[config.mk]
export PLATFORM = sky130hd
export DESIGN_NAME = soc_system_key_pio
export DESIGN_NICKNAME = d
export VERILOG_FILES = /design/src/rtl/soc_system_pio_pkg.sv /design/src/rtl/soc_system_key_debounce.sv /design/src/rtl/soc_system_key_pio.sv
export SDC_FILE = /design/constraint.sdc
export NUM_CORES = 1
export LEC_CHECK = 0
export BUFFER_PORTS_ARGS = -buffer_cell sky130_fd_sc_hd__clkbuf_2
export CAP_MARGIN = 20
export CORE_ASPECT_RATIO = 1.4
export CORE_MARGIN = 2
export CORE_UTILIZATION = 33
export CTS_CLUSTER_SIZE = 28
export DETAILED_ROUTE_END_ITERATION = 10
export PLACE_DENSITY = 0.81
export RECOVER_POWER = 100
export SLEW_MARGIN = 20
export SYNTH_ARGS = -nofsm -noshare
export SYNTH_HDL_FRONTEND = slang
export SYNTH_HIERARCHICAL = 1
export SYNTH_SLANG_ARGS = --single-unit
[constraint.sdc]
create_clock -name clk -period 0.8 [get_ports clk]
set_input_delay 0.12 -clock clk [delete_from_list [all_inputs] [get_ports clk]]
set_output_delay 0.12 -clock clk [all_outputs]
set_load 0.05 [all_outputs]
[src/rtl/soc_system_pio_pkg.sv]
// Shared definitions for the SoC key PIO: Avalon register offsets and the
// default key-vector width.
package soc_system_pio_pkg;

  localparam int DEFAULT_WIDTH = 3;

  typedef enum logic [1:0] {
    ADDR_DATA     = 2'd0,
    ADDR_RSVD     = 2'd1,
    ADDR_IRQ_MASK = 2'd2,
    ADDR_EDGE_CAP = 2'd3
  } pio_addr_e;

endpackage

[src/rtl/soc_system_key_debounce.sv]
// Single-bit key debouncer. A new level is accepted only after it has been
// stable for DEBOUNCE_CYCLES consecutive clocks. Built only when
// SOC_SYSTEM_KEY_PIO_DEBOUNCE_EN is defined; otherwise this file is empty.
`ifdef SOC_SYSTEM_KEY_PIO_DEBOUNCE_EN
module soc_system_key_debounce #(
  parameter int DEBOUNCE_CYCLES = 50000
) (
  input  logic clk,
  input  logic reset_n,
  input  logic sync_in,
  output logic key_db
);

  localparam int CNT_W = (DEBOUNCE_CYCLES > 1) ? $clog2(DEBOUNCE_CYCLES) : 1;
  localparam logic [CNT_W-1:0] CNT_LAST = CNT_W'(DEBOUNCE_CYCLES - 1);

  logic [CNT_W-1:0] cnt_q, cnt_d;
  logic             db_q, db_d;

  // Count while the input disagrees with the accepted level; the count is
  // cleared at CNT_LAST, so it can never run past it and wrap.
  always_comb begin
    cnt_d = cnt_q;
    db_d  = db_q;
    if (sync_in == db_q) begin
      cnt_d = '0;
    end else if (cnt_q >= CNT_LAST) begin
      db_d  = sync_in;
      cnt_d = '0;
    end else begin
      cnt_d = cnt_q + CNT_W'(1);
    end
  end

  // Key released (1) out of reset; any count in progress is discarded.
  always_ff @(posedge clk or negedge reset_n) begin
    if (!reset_n) begin
      cnt_q <= '0;
      db_q  <= 1'b1;
    end else begin
      cnt_q <= cnt_d;
      db_q  <= db_d;
    end
  end

  assign key_db = db_q;

endmodule
`endif

[src/rtl/soc_system_key_pio.sv]
// Avalon-MM key PIO: synchronizes active-low key inputs, optionally debounces
// them (macro SOC_SYSTEM_KEY_PIO_DEBOUNCE_EN), latches press (falling) edges
// and raises a masked level interrupt.
module soc_system_key_pio
  import soc_system_pio_pkg::*;
#(
  parameter int WIDTH           = DEFAULT_WIDTH,
  parameter int DEBOUNCE_CYCLES = 50000
) (
  input  logic             clk,
  input  logic             reset_n,
  input  logic [1:0]       address,
  input  logic             chipselect,
  input  logic             write_n,
  input  logic [31:0]      writedata,
  input  logic [WIDTH-1:0] in_port,
  output logic [31:0]      readdata,
  output logic             irq
);

  logic [WIDTH-1:0] sync1_q, sync1_d;
  logic [WIDTH-1:0] sync2_q, sync2_d;
  logic [WIDTH-1:0] key_db;
  logic [WIDTH-1:0] key_db_dly_q, key_db_dly_d;
  logic [WIDTH-1:0] edge_cap_q, edge_cap_d;
  logic [WIDTH-1:0] irq_mask_q, irq_mask_d;
  logic [WIDTH-1:0] fall;
  logic [WIDTH-1:0] clr_bits;
  logic             bus_wr;
  logic             unused_wdata;

  assign unused_wdata = ^writedata[31:WIDTH];

  // Two-flop synchronizer per key bit.
  always_comb begin
    sync1_d = in_port;
    sync2_d = sync1_q;
  end

  // Synchronizer resets to released so reset exit produces no edge.
  always_ff @(posedge clk or negedge reset_n) begin
    if (!reset_n) begin
      sync1_q <= '1;
      sync2_q <= '1;
    end else begin
      sync1_q <= sync1_d;
      sync2_q <= sync2_d;
    end
  end

`ifdef SOC_SYSTEM_KEY_PIO_DEBOUNCE_EN
  for (genvar i = 0; i < WIDTH; i++) begin : g_db
    soc_system_key_debounce #(
      .DEBOUNCE_CYCLES(DEBOUNCE_CYCLES)
    ) u_db (
      .clk    (clk),
      .reset_n(reset_n),
      .sync_in(sync2_q[i]),
      .key_db (key_db[i])
    );
  end
`else
  localparam int unused_debounce_cycles = DEBOUNCE_CYCLES;
  assign key_db = sync2_q;
`endif

  // Bus writes, press-edge capture (set beats clear) and mask update.
  always_comb begin
    bus_wr       = chipselect && !write_n;
    key_db_dly_d = key_db;
    fall         = key_db_dly_q & ~key_db;
    clr_bits     = (bus_wr && address == ADDR_EDGE_CAP) ? writedata[WIDTH-1:0] : '0;
    edge_cap_d   = (edge_cap_q & ~clr_bits) | fall;
    irq_mask_d   = (bus_wr && address == ADDR_IRQ_MASK) ? writedata[WIDTH-1:0] : irq_mask_q;
  end

  // Edge-detect history starts released; capture and mask start cleared.
  always_ff @(posedge clk or negedge reset_n) begin
    if (!reset_n) begin
      key_db_dly_q <= '1;
      edge_cap_q   <= '0;
      irq_mask_q   <= '0;
    end else begin
      key_db_dly_q <= key_db_dly_d;
      edge_cap_q   <= edge_cap_d;
      irq_mask_q   <= irq_mask_d;
    end
  end

  // Zero-wait-state read mux; reads have no side effects.
  always_comb begin
    readdata = '0;
    case (address)
      ADDR_DATA:     readdata = 32'(key_db);
      ADDR_IRQ_MASK: readdata = 32'(irq_mask_q);
      ADDR_EDGE_CAP: readdata = 32'(edge_cap_q);
      default:       readdata = '0;
    endcase
  end

  assign irq = |(edge_cap_q & irq_mask_q);

endmodule

# Yosys cells after proc, flatten, opt, wreduce, memory -nomap -nowiden
# Index checks and enable logic that the tools add are counted.
# Widths: inputs -> output; s select.
word_totals:
  reg_bits: 15
  inputBits: 41
  out_inout_bits: 33
classes:
  eq_ne: 2
  muxes: 2
  bitwise: 6
  n_reduce_logical: 6
ops:
  columns: ["operator", "n"]
  rows:
  - ["$and 3x3->3", 3]
  - ["$pmux 3 s3", 1]
  - ["$not 3->3", 2]
  - ["$eq 2x2->1 const B", 2]
  - ["$logic_and 1x1->1", 3]
  - ["$mux 3", 1]
  - ["$or 3x3->3", 1]
  - ["$reduce_or 3->1", 1]
  - ["$logic_not 2->1", 1]
  - ["$logic_not 1->1", 1]

# Logic depth before layout (Yosys ltp)
depth:
  word_depth: 7
  mapped_depth: 3

# Worst setup path after synthesis
# No wires, ideal clock.
synth_timing:
  kind: "reg2out"
  start: "register sync2_q[1] (netlist: key_db[1])"
  end: "output readdata[1]"
  t_arrival_ps: 1665
  required_ps: 680
  slack_ps: -985
  path_stages_with_launch: 3
  path_cell_list: "dfstp_2 > mux2i_1 > o21ai_0"
synth_via:
  elab_chain_cells: 1
synth_lines:
  columns: ["item", "line_no", "rtl"]
  rows:
  - ["start: declaration", "soc_system_key_pio.sv:22", "logic [WIDTH-1:0] sync2_q, sync2_d;"]
  - ["start signal: assignment", "soc_system_key_pio.sv:47", "sync2_q <= sync2_d;"]
  - ["$pmux 3 s3", "soc_system_key_pio.sv:93", "case (address)"]
  - ["end: declaration", "soc_system_key_pio.sv:17", "output logic [31:0] readdata,"]
# No other way between the ends.

# Worst setup path in the final report
layout_timing:
  start: "register irq_mask_q[0]"
  end: "output irq"
layout_via:
  elab_chain_cells: 2
layout_lines:
  columns: ["item", "line_no", "rtl"]
  rows:
  - ["start: declaration", "soc_system_key_pio.sv:26", "logic [WIDTH-1:0] irq_mask_q, irq_mask_d;"]
  - ["start signal: assignment", "soc_system_key_pio.sv:86", "irq_mask_q <= irq_mask_d;"]
  - ["$and 3x3->3", "soc_system_key_pio.sv:101", "assign irq = |(edge_cap_q & irq_mask_q);"]
  - ["$reduce_or 3->1", "soc_system_key_pio.sv:101", null]
  - ["end: declaration", "soc_system_key_pio.sv:18", "output logic irq"]
# No other way between the ends.

==> metrics.yaml <==
timing:
  hold_violations: 0
  slew_violations: 0
  fmax_mhz: 691
  final.setup.worst_slack_ps: -647
  finalSetupViolCount: 10
  rsz0062_at_grt: "true"
  fin_crit_sh_pct: 181
  finClkSkew_ps: 0.324
  fin_crit_ps: 1450
final_layout:
  areaGrowthSynthToFinish_pct: 36.2
  nets: 151
  num_antenna_cells: 0
  nFillCells: 222
  register_area_um2: 387
  final_util_pct: 47.4
  layout-drive-gt1-share_pct: 50.5
  layoutNonFillerInstCount: 143
  multi_input_area_um2: 364
floorplanning:
  coreArea_mm2: 0.00239
  row_count: 21
  fp.dieH_um: 63.4
  fp.dieW_um: 46.4
  start_util_pct: 34.8
  io_pins: 74
  die_area_mm2: 0.00294
setup_path:
  worst_path_max_delay_cell: "a222oi_1"
  worstPathRequired_ps: 680
  critPathCaptureType: "primary output"
  critPathTopFamily: "compound AO/OA/AOI/OAI gates"
  path_class: "reg -> out"
  cp_num_buf_inv: 2
  critPathMaxStageDelay_ps: 410
  arrival_ps: 1330
  worstSetupStartpointType: "flip-flop"
  cp_max_fo: 3
  path_cells: "a222oi_1 > inv_2 > buf_8"
detailed_routing:
  first_iter_violations: 11
  routed_wl_mm: 1.49
  drt-wirelength-per-cell_um: 10.4
  vias_per_cell: 3.88
  post-route-drc-count: 0
  first_pass_iters: 4
  postRouteAntennaNets: 0
  num_vias: 555
synthesis:
  synth-seq-cells: 15
  synth_cell_types: 15
  ys_seq_area_share_pct: 46.5
  syn_avg_cell_area_um2: 11.2
  syn_area_um2: 832
  syn_inst: 74
  yosys_warnings: 6
clock_tree:
  clock_latency_ps: 290
  numClockSinks: 15
  tritoncts: "yes"
  ctsHtreeMaxLevel: 1
  clk_pin_slew_ps: 90
  cts_buffer_depth: 2
  cts_root_buffer: "clkbuf_4"
  numCtsBuffers: 3
global_routing:
  grtUsageMet2_pct: 21.5
  met1_usage_pct: 11.1
  grt_start_max_net_pins: 16
  met3_usage_pct: 2.29
  grt_pass1_vias: 589
  grt_use_total_pct: 11.7
  antenna_found_initial: 0
  overflow: 0
  grt_pass1_wl_mm: 2.44
  busiest_layer: "met2"
pwr:
  total_power_uw: 2180
  p_per_area_mw_per_mm2: 1930
  p_leak_uw: 0.000563
  ir_drop_uv: 913
placement:
  hpwl_mm: 1.08
  preCtsSetupSlack_ps: -375
  io_buffers: 15
  gp_congestion: 0.777
  place_inst: 131
run:
  drv_cap: 0
status:
  status: "complete, but fails checks"
  violations: "negative setup slack"
min_path:
  min_path_type: "in -> reg"
## synthesized netlist by cell type
cell type / count / area share (%)
buf_4: 29 / 26
o21ai_0: 3 / 1.8
dfrtp_1: 6 / 18
a222oi_1: 1 / 1.2
dfstp_2: 9 / 28
mux2i_1: 3 / 3.6
nand3_1: 3 / 1.8
and4b_1: 1 / 1.2
and4bb_4: 1 / 2.0
inv_1: 7 / 3.2
buf_6: 1 / 1.4
o221ai_1: 3 / 3.2
conb_1: 1 / 0.45
nand2b_1: 3 / 2.3
mux2_4: 3 / 5.4
## area by class of cell
type                            count  area share [%]
Clock buffer                        3            1.99
Clock inverter                      1           0.442
Inverter                            7            2.32
Multi-Input combinational cell     50            32.1
Sequential cell                    15            34.1
Tap cell                           34            3.75
Timing Repair Buffer               33            25.3
## per-layer routing
layer | vias to the layer above | wire length, µm
li1 | 255 | -
met1 | 259 | 475
met2 | 36 | 862
met3 | 5 | 113
met4 | 0 | 40
met5 | - | 0
## final timing paths
path	to	cells past startpoint	startpoint	slack [ps]
setup / recovery	irq	3	irq_mask_q[0]$_DFFE_PN0P_	-650
hold / removal	irq_mask_q[1]$_DFFE_PN0P_	2	writedata[1]	70
setup reg to reg	edge_cap_q[0]$_DFF_PN0_	3	key_db[0]$_DFF_PN1_	-150
hold reg to reg	key_db[2]$_DFF_PN1_	0	sync1_q[2]$_DFF_PN1_	360
max in group asynchronous	key_db_dly_q[2]$_DFF_PN1_	2	reset_n	230
min in group asynchronous	edge_cap_q[0]$_DFF_PN0_	2	reset_n	260
## state kept, by name, indices dropped and copies added, names as in the netlist
register / count
edge_cap_q: 3
key_db: 3
sync1_q: 3
key_db_dly_q: 3
irq_mask_q: 3
## cell usage in the layout, fill, tap and decap left out
| cell | instances |
|---|---|
| dfrtp_1 | 6 |
| mux2i_1 | 1 |
| buf_4 | 7 |
| mux2_4 | 3 |
| clkbuf_2 | 11 |
| clkbuf_4 | 3 |
| dlygate4sd3_1 | 4 |
| buf_6 | 7 |
| nand3_1 | 3 |
| and4bb_4 | 1 |
| inv_1 | 6 |
| mux2i_4 | 1 |
| buf_8 | 4 |
| clkinv_2 | 1 |
| o21ai_4 | 3 |
| inv_2 | 1 |
| and4b_1 | 1 |
| a222oi_1 | 1 |
| o221ai_2 | 3 |
| mux2i_2 | 1 |
| dfstp_2 | 9 |
| conb_1 | 29 |
| nand2b_1 | 3 |
## worst register-to-register path, stage by stage (launching register included)
cell      delay, ps
dfstp_2         570
buf_6           100
buf_6            80
o221ai_2         80
## kinds of logic (layout without fill, tap and decap cells)
group | Yosys count | in the layout | share of synthesized area, %
AND/OR/NAND/NOR | 8 | 8 | 7.22
multiplexers | 6 | 6 | 9.02
buffers and inverters | 37 | 44 | 30.7
AO/OA/AOI/OAI | 7 | 7 | 6.17
other | 1 | 29 | 0.451
flip-flops | 15 | 15 | 46.5
## report_power, final
| part | switching, µW | leakage [µW] | total, µW | internal [µW] |
|---|---|---|---|---|
| Clock | 242 | 0.0000177 | 428 | 186 |
| Combinational | 564 | 0.000388 | 871 | 307 |
| Sequential | 47.0 | 0.000158 | 884 | 837 |
## timing repair
item                                   4_1_cts  5_1_grt
setup endpoints to repair                    9       10
pin swaps                                    3        1
setup buffers                                0        6
hold buffers                                 4        0
endpoints found under the hold margin        9        0
resized for setup                           17        9
## stage by stage
step           TNS [ps]  area (µm²)  hold slack [ps]
4_1_cts           -2810        1080             58.1
3_3_place_gp      -2280         935             39.9
5_1_grt           -3370        1130             67.7
3_5_place_dp      -2480         935             53.4
2_1_floorplan     -1290         975             -176
6_report          -2960        1130             66.8
(Power assumes the default switching activity.)
